===== src/rtl/fetch_unit_pkg.sv =====
// Shared fetch front-end types: FSM state encoding and the canonical NOP.
package fetch_pack;

  typedef enum logic [2:0] {
    IDLE   = 3'd0,
    RUN    = 3'd1,
    SQUASH = 3'd2,
    DRAIN  = 3'd3,
    DONE   = 3'd4
  } fetch_state_t;

  localparam logic [31:0] NOP_INST = 32'h00000013;

endpackage


===== src/rtl/fetch_unit_imem_bank.sv =====
// Instruction memory: one synchronous write port, one combinational read port.
module imem_bank
  import fetch_pack::*;
#(
  parameter int XLEN       = 32,
  parameter int IMEM_DEPTH = 64
) (
  input  logic                          CLK,
  input  logic                          WE,
  input  logic [$clog2(IMEM_DEPTH)-1:0] WADDR,
  input  logic [XLEN-1:0]               WDATA,
  input  logic [$clog2(IMEM_DEPTH):0]   RADDR,
  output logic [XLEN-1:0]               RDATA
);

  localparam int AW = $clog2(IMEM_DEPTH);

  logic [XLEN-1:0] mem [IMEM_DEPTH];

  always_ff @(posedge CLK) begin
    if (WE && (32'(WADDR) < 32'(IMEM_DEPTH)))
      mem[WADDR] <= WDATA;
  end

  // The read index is one bit wider than the array; anything past the end reads as NOP.
  assign RDATA = (32'(RADDR) < 32'(IMEM_DEPTH)) ? mem[RADDR[AW-1:0]] : XLEN'(NOP_INST);

endmodule


===== src/rtl/fetch_unit.sv =====
// Instruction-fetch front end: loadable imem, PC, redirect squash and end-of-program drain.
module fetch_unit
  import fetch_pack::*;
#(
  parameter int XLEN           = 32,
  parameter int IMEM_DEPTH     = 64,
  parameter int PC_W           = $clog2(IMEM_DEPTH),
  parameter int BRANCH_PENALTY = 2,
  parameter int DRAIN_CYCLES   = 2
) (
  input  logic            CLK,
  input  logic            RST,
  input  logic            LOAD_EN,
  input  logic [PC_W-1:0] LOAD_ADDR,
  input  logic [XLEN-1:0] LOAD_DATA,
  input  logic            START,
  input  logic [PC_W-1:0] LAST_PC,
  input  logic            STALL,
  input  logic            REDIRECT,
  input  logic [PC_W-1:0] REDIRECT_PC,
  output logic [XLEN-1:0] INST,
  output logic [PC_W-1:0] INST_PC,
  output logic            INST_VALID,
  output logic            BUSY,
  output logic            COMPLETED,
  output logic [31:0]     FETCH_COUNT
);

  localparam int CNT_MAX = (BRANCH_PENALTY > DRAIN_CYCLES) ? BRANCH_PENALTY : DRAIN_CYCLES;
  localparam int CNT_W   = $clog2(CNT_MAX + 1);
  localparam logic [PC_W-1:0] MAX_IDX = PC_W'(IMEM_DEPTH - 1);

  fetch_state_t     state;
  logic [PC_W:0]    pc;
  logic [PC_W-1:0]  last_pc;
  logic [CNT_W-1:0] sq_cnt;
  logic [CNT_W-1:0] dr_cnt;
  logic [XLEN-1:0]  rd_data;
  logic             idle_like;
  logic             load_we;
  logic             fetch_ok;
  logic [PC_W-1:0]  last_clamp;

  assign idle_like  = (state == IDLE) || (state == DONE);
  assign load_we    = LOAD_EN && idle_like && !RST;
  assign fetch_ok   = (pc <= {1'b0, last_pc});
  assign last_clamp = (32'(LAST_PC) > 32'(IMEM_DEPTH - 1)) ? MAX_IDX : LAST_PC;
  assign BUSY       = (state == RUN) || (state == SQUASH) || (state == DRAIN);

  imem_bank #(.XLEN(XLEN), .IMEM_DEPTH(IMEM_DEPTH)) u_imem (
    .CLK   (CLK),
    .WE    (load_we),
    .WADDR (LOAD_ADDR),
    .WDATA (LOAD_DATA),
    .RADDR (pc),
    .RDATA (rd_data)
  );

  always_ff @(posedge CLK) begin
    if (RST) begin
      state       <= IDLE;
      pc          <= '0;
      last_pc     <= '0;
      sq_cnt      <= '0;
      dr_cnt      <= '0;
      INST        <= XLEN'(NOP_INST);
      INST_PC     <= '0;
      INST_VALID  <= 1'b0;
      COMPLETED   <= 1'b0;
      FETCH_COUNT <= '0;
    end else if (REDIRECT && BUSY) begin
      // Redirect beats STALL and restarts any squash or drain already in progress.
      INST       <= XLEN'(NOP_INST);
      INST_VALID <= 1'b0;
      pc         <= {1'b0, REDIRECT_PC};
      sq_cnt     <= CNT_W'(BRANCH_PENALTY - 1);
      state      <= (BRANCH_PENALTY == 1) ? RUN : SQUASH;
    end else begin
      case (state)
        IDLE, DONE: begin
          INST       <= XLEN'(NOP_INST);
          INST_VALID <= 1'b0;
          if (START) begin
            pc          <= '0;
            last_pc     <= last_clamp;
            FETCH_COUNT <= '0;
            COMPLETED   <= 1'b0;
            state       <= RUN;
          end
        end
        RUN: begin
          if (!STALL) begin
            if (fetch_ok) begin
              INST       <= rd_data;
              INST_PC    <= pc[PC_W-1:0];
              INST_VALID <= 1'b1;
              pc         <= pc + (PC_W+1)'(1);
              if (FETCH_COUNT != '1) FETCH_COUNT <= FETCH_COUNT + 32'd1;
            end else begin
              INST       <= XLEN'(NOP_INST);
              INST_VALID <= 1'b0;
              dr_cnt     <= CNT_W'(DRAIN_CYCLES);
              state      <= DRAIN;
            end
          end
        end
        SQUASH: begin
          INST       <= XLEN'(NOP_INST);
          INST_VALID <= 1'b0;
          // Leaving on the edge the count reaches zero gives exactly BRANCH_PENALTY bubbles.
          if (sq_cnt <= CNT_W'(1)) begin
            sq_cnt <= '0;
            state  <= RUN;
          end else begin
            sq_cnt <= sq_cnt - CNT_W'(1);
          end
        end
        DRAIN: begin
          INST       <= XLEN'(NOP_INST);
          INST_VALID <= 1'b0;
          if (dr_cnt <= CNT_W'(1)) begin
            dr_cnt    <= '0;
            COMPLETED <= 1'b1;
            state     <= DONE;
          end else begin
            dr_cnt <= dr_cnt - CNT_W'(1);
          end
        end
        default: state <= IDLE;
      endcase
    end
  end

endmodule


===== config.mk =====
export PLATFORM = sky130hd
export DESIGN_NAME = fetch_unit
export DESIGN_NICKNAME = d
export VERILOG_FILES = /design/src/rtl/fetch_unit_pkg.sv /design/src/rtl/fetch_unit_imem_bank.sv /design/src/rtl/fetch_unit.sv
export SDC_FILE = /design/constraint.sdc
export NUM_CORES = 2
export LEC_CHECK = 0
export CORE_MARGIN = 1
export CORE_UTILIZATION = 45
export DETAILED_ROUTE_END_ITERATION = 16
export SYNTH_ARGS = -nofsm -noshare
export SYNTH_HDL_FRONTEND = slang
export SYNTH_HIERARCHICAL = 1
export SYNTH_SLANG_ARGS = --single-unit

===== constraint.sdc =====
create_clock -name CLK -period 4.35 [get_ports CLK]
set_input_delay 0.435 -clock CLK [delete_from_list [all_inputs] [get_ports CLK]]
set_output_delay 0.435 -clock CLK [all_outputs]
set_load 0.05 [all_outputs]

==> impl_metrics.csv <==
group,metric,value,unit
synth,ys.flop_type,"edfxtp_1",
clocking,clock_sinks,2140,
hold_path,min_path_cells,1,
placed_design,routabilityCongestion,0.810,
placed_design,port_buffers,128,
final_layout,instances_no_fill,7014,
synth,synthArstFlopShare,0,
pwr,power_frac_seq,0.420,
final_layout,fin_nets,4427,
synth,yosys-top-cells-count,"2048 x edfxtp_1, 511 x mux4_2, 187 x nor2_1, 161 x mux2i_1, 106 x nand2_1",
final_layout,drive_gt1_frac,0.276,
synth,ys_seq_area_frac,0.761,
critical_path,endpoint_kind,"flop",
timing,rsz0062_at_grt,"no",
timing,slew_violations,0,
synth,syn_avg_cell_area,21.0,um^2
floorplan,die_h,432,um
synth,synth_seq_cells,2140,
job,drv_cap,0,
route,dr.first_iter.drc_count,5525,
global_routing,grt_antenna_before_repair,7,
clocking,clock_latency,850,ps
placed_design,dp.cells,6614,
clocking,cts_buffers,209,
route,drc,0,
floorplan,die-area,187000,um^2
critical_path,regToRegEndpoint,"INST[9]",
synth,yosysTopAreaCell,"edfxtp_1",
pwr,cell_internal_pwr,39.0,mW
global_routing,grt_max_degree,65,
clocking,cts_setup_buffers,0,
route,drt-total-wl,237000,um
pwr,total_power,55.4,mW
synth,yosysWarnings,6,
timing,tns,0,ps
route,wl_per_cell,33.8,um
critical_path,worstPathRequired,5090,ps
synth,syn_inst,3967,
final_layout,area_delta_synth_final,16.0,%
synth,synth_nets,4031,
route,ant_nets,0,
synth,yosysMostFrequentCell,"edfxtp_1",
pwr,comb_power_share,0.254,
critical_path,r2r_slack,550,ps
clocking,clkTransAtPathRegs,70,ps
floorplan,initial_core_util,0.454,
floorplan,rows,157,
critical_path,reg2reg_from,"pc[0]",
synth,ys_top_cells_by_area,"edfxtp_1 74%, mux4_2 14%, dfxtp_1 2.2%",
route,num_vias,43256,
pwr,leakage,29.4,nW
global_routing,grt_pass1_wl,330000,um
global_routing,grt_overflow,0,
synth,synth_top_area_share,0.739,
timing,finalClockSkew,36.0,ps
critical_path,startpoint_type,"flop",
final_layout,fin_util,0.526,
clocking,cts_buffer_depth,3,
status,status,"finished, final reports clean",
clocking,htree_levels,4,
global_routing,grt_use_total,0.255,
route,vias_per_cell,6.17,
floorplan,die_x,432,um
critical_path,reg2regPathDepth,8,
clocking,cts-root-buf,"clkbuf_16",
timing,slew_headroom,0.122,
route,dr.pass1.iters,5,
timing,worstMarginPinSlew,1300,ps
pwr,powerDensity,574,nW/um^2
floorplan,ios,129,
timing,hold_viol,0,
clocking,cts_resized,0,
critical_path,worst_ep_arrival_time,4540,ps
global_routing,grt_pass1_vias,42177,
synth,syn_area,83200,um^2
synth,synth-edff-count,2048,
pwr,switching_share,0.297,
timing,period_share,0.874,
clocking,cts_tree,"yes",
timing,max_freq,263,MHz
placed_design,place_hpwl,137000,um
hold_path,holdPathEnd,"u_imem/mem[1][6]",
floorplan,core-area,183000,um^2
timing,setup_violations,0,
timing,finalWorstPathRequiredPeriod,3800,ps
synth,ys_types,83,
critical_path,crit_type,"flop to flop",
pwr,power_switching,16.5,mW
pwr,max-vdd-ir-drop,420,uV
pwr,pwr-share-clk,0.326,
hold_path,hold_class,"input port to flop",
hold_path,hold_start,"LOAD_DATA[6]",
critical_path,path_max_fanout,22,
cells by family after synthesis:
family | after synthesis | share of synthesized area
AOI/OAI and AO/OA | 383 | 0.0315
xor gates and xnor gates | 3 | 0.000316
adders and majority gates | 8 | 0.00120
buffers and inverters | 233 | 0.0162
DFF | 2140 | 0.761
muxes | 689 | 0.160
and+or+nand+nor | 511 | 0.0299
what timing repair did:
action                     4_1_cts  5_1_grt
hold endpoints to repair        32        0
hold buffers                     2        0
setup endpoints to repair        0        0
area by class of cell:
class                      instances  area [um^2]
fill                           14279        86900
inverter                          12         45.0
antenna                            7         17.5
timing repair buffer             406         4150
multi-input combinational       1594        19100
clock inverter                   114         1120
clock buffer                     277         5730
sequential                      2140        63400
tap                             2464         3080
critical path, stage by stage (launching register included):
cell and delay [ps]:
dfxtp_4 770, buf_12 310, buf_12 240, mux4_2 550
mux4_2 480, o211ai_1 500, o221ai_1 410, a22oi_1 270
nor2_1 60
cell usage in the layout (no fill, tap or decap), types with 69 or more instances in the layout:
cell type / synthesis / layout
mux4_2: 511 / 511
mux2i_1: 161 / 161
a21oi_1: 69 / 69
buf_4: 41 / 201
clkdlybuf4s50_1: 0 / 95
clkbuf_16: 0 / 214
edfxtp_1: 2048 / 2048
nor2_1: 187 / 122
dfxtp_1: 92 / 85
nand2_1: 106 / 106
a22oi_1: 70 / 70
buf_12: 0 / 75
layer usage:
metal  share of wire  global-route usage
met5         0.00016                   0
met3           0.079              0.0406
met1            0.40               0.355
met4           0.035              0.0874
met2            0.49               0.410
metrics by stage:
| step | hold slack, ps | area, um^2 | worst slack (ps) |
|---|---|---|---|
| finish | 118 | 96600 | 548 |
| global route | 120 | 96500 | 533 |
| CTS | 68.0 | 96500 | 556 |
| detailed placement | 454 | 89700 | 579 |
| global placement | 447 | 89700 | 577 |
| floorplan | 436 | 83200 | 86.1 |
worst max-delay path by stage:
| stage | from | to | slack (ps) | depth (start not counted) |
|---|---|---|---|---|
| floorplan | state[1] | u_imem/mem[48][0] | 90 | 5 |
| global placement | pc[0] | INST[9] | 580 | 8 |
| detailed placement | pc[0] | INST[9] | 580 | 8 |
| CTS | pc[0] | INST[9] | 560 | 8 |
| global route | pc[0] | INST[9] | 530 | 10 |
| finish | pc[0] | INST[9] | 550 | 8 |
flip-flops by register name, summed over array words and instances (netlist names):
register / cells
u_imem/mem: 2048
sq_cnt: 2
last_pc: 6
FETCH_COUNT: 32
pc: 7
state: 3
dr_cnt: 2
COMPLETED: 1
INST: 32
INST_VALID: 1
INST_PC: 6
power groups by stage:
| stage | registers, mW | clock network [mW] | logic [mW] |
|---|---|---|---|
| 2_1_floorplan | 23.3 | 0 | 8.82 |
| 3_3_place_gp | 23.7 | 0 | 14.1 |
| 3_5_place_dp | 23.7 | 0 | 14.1 |
| 4_1_cts | 23.3 | 18.3 | 14.1 |
| 5_1_grt | 23.3 | 19.1 | 14.7 |
| 6_report | 23.3 | 18.1 | 14.1 |
No activity file was read; power rests on OpenSTA's default activity.
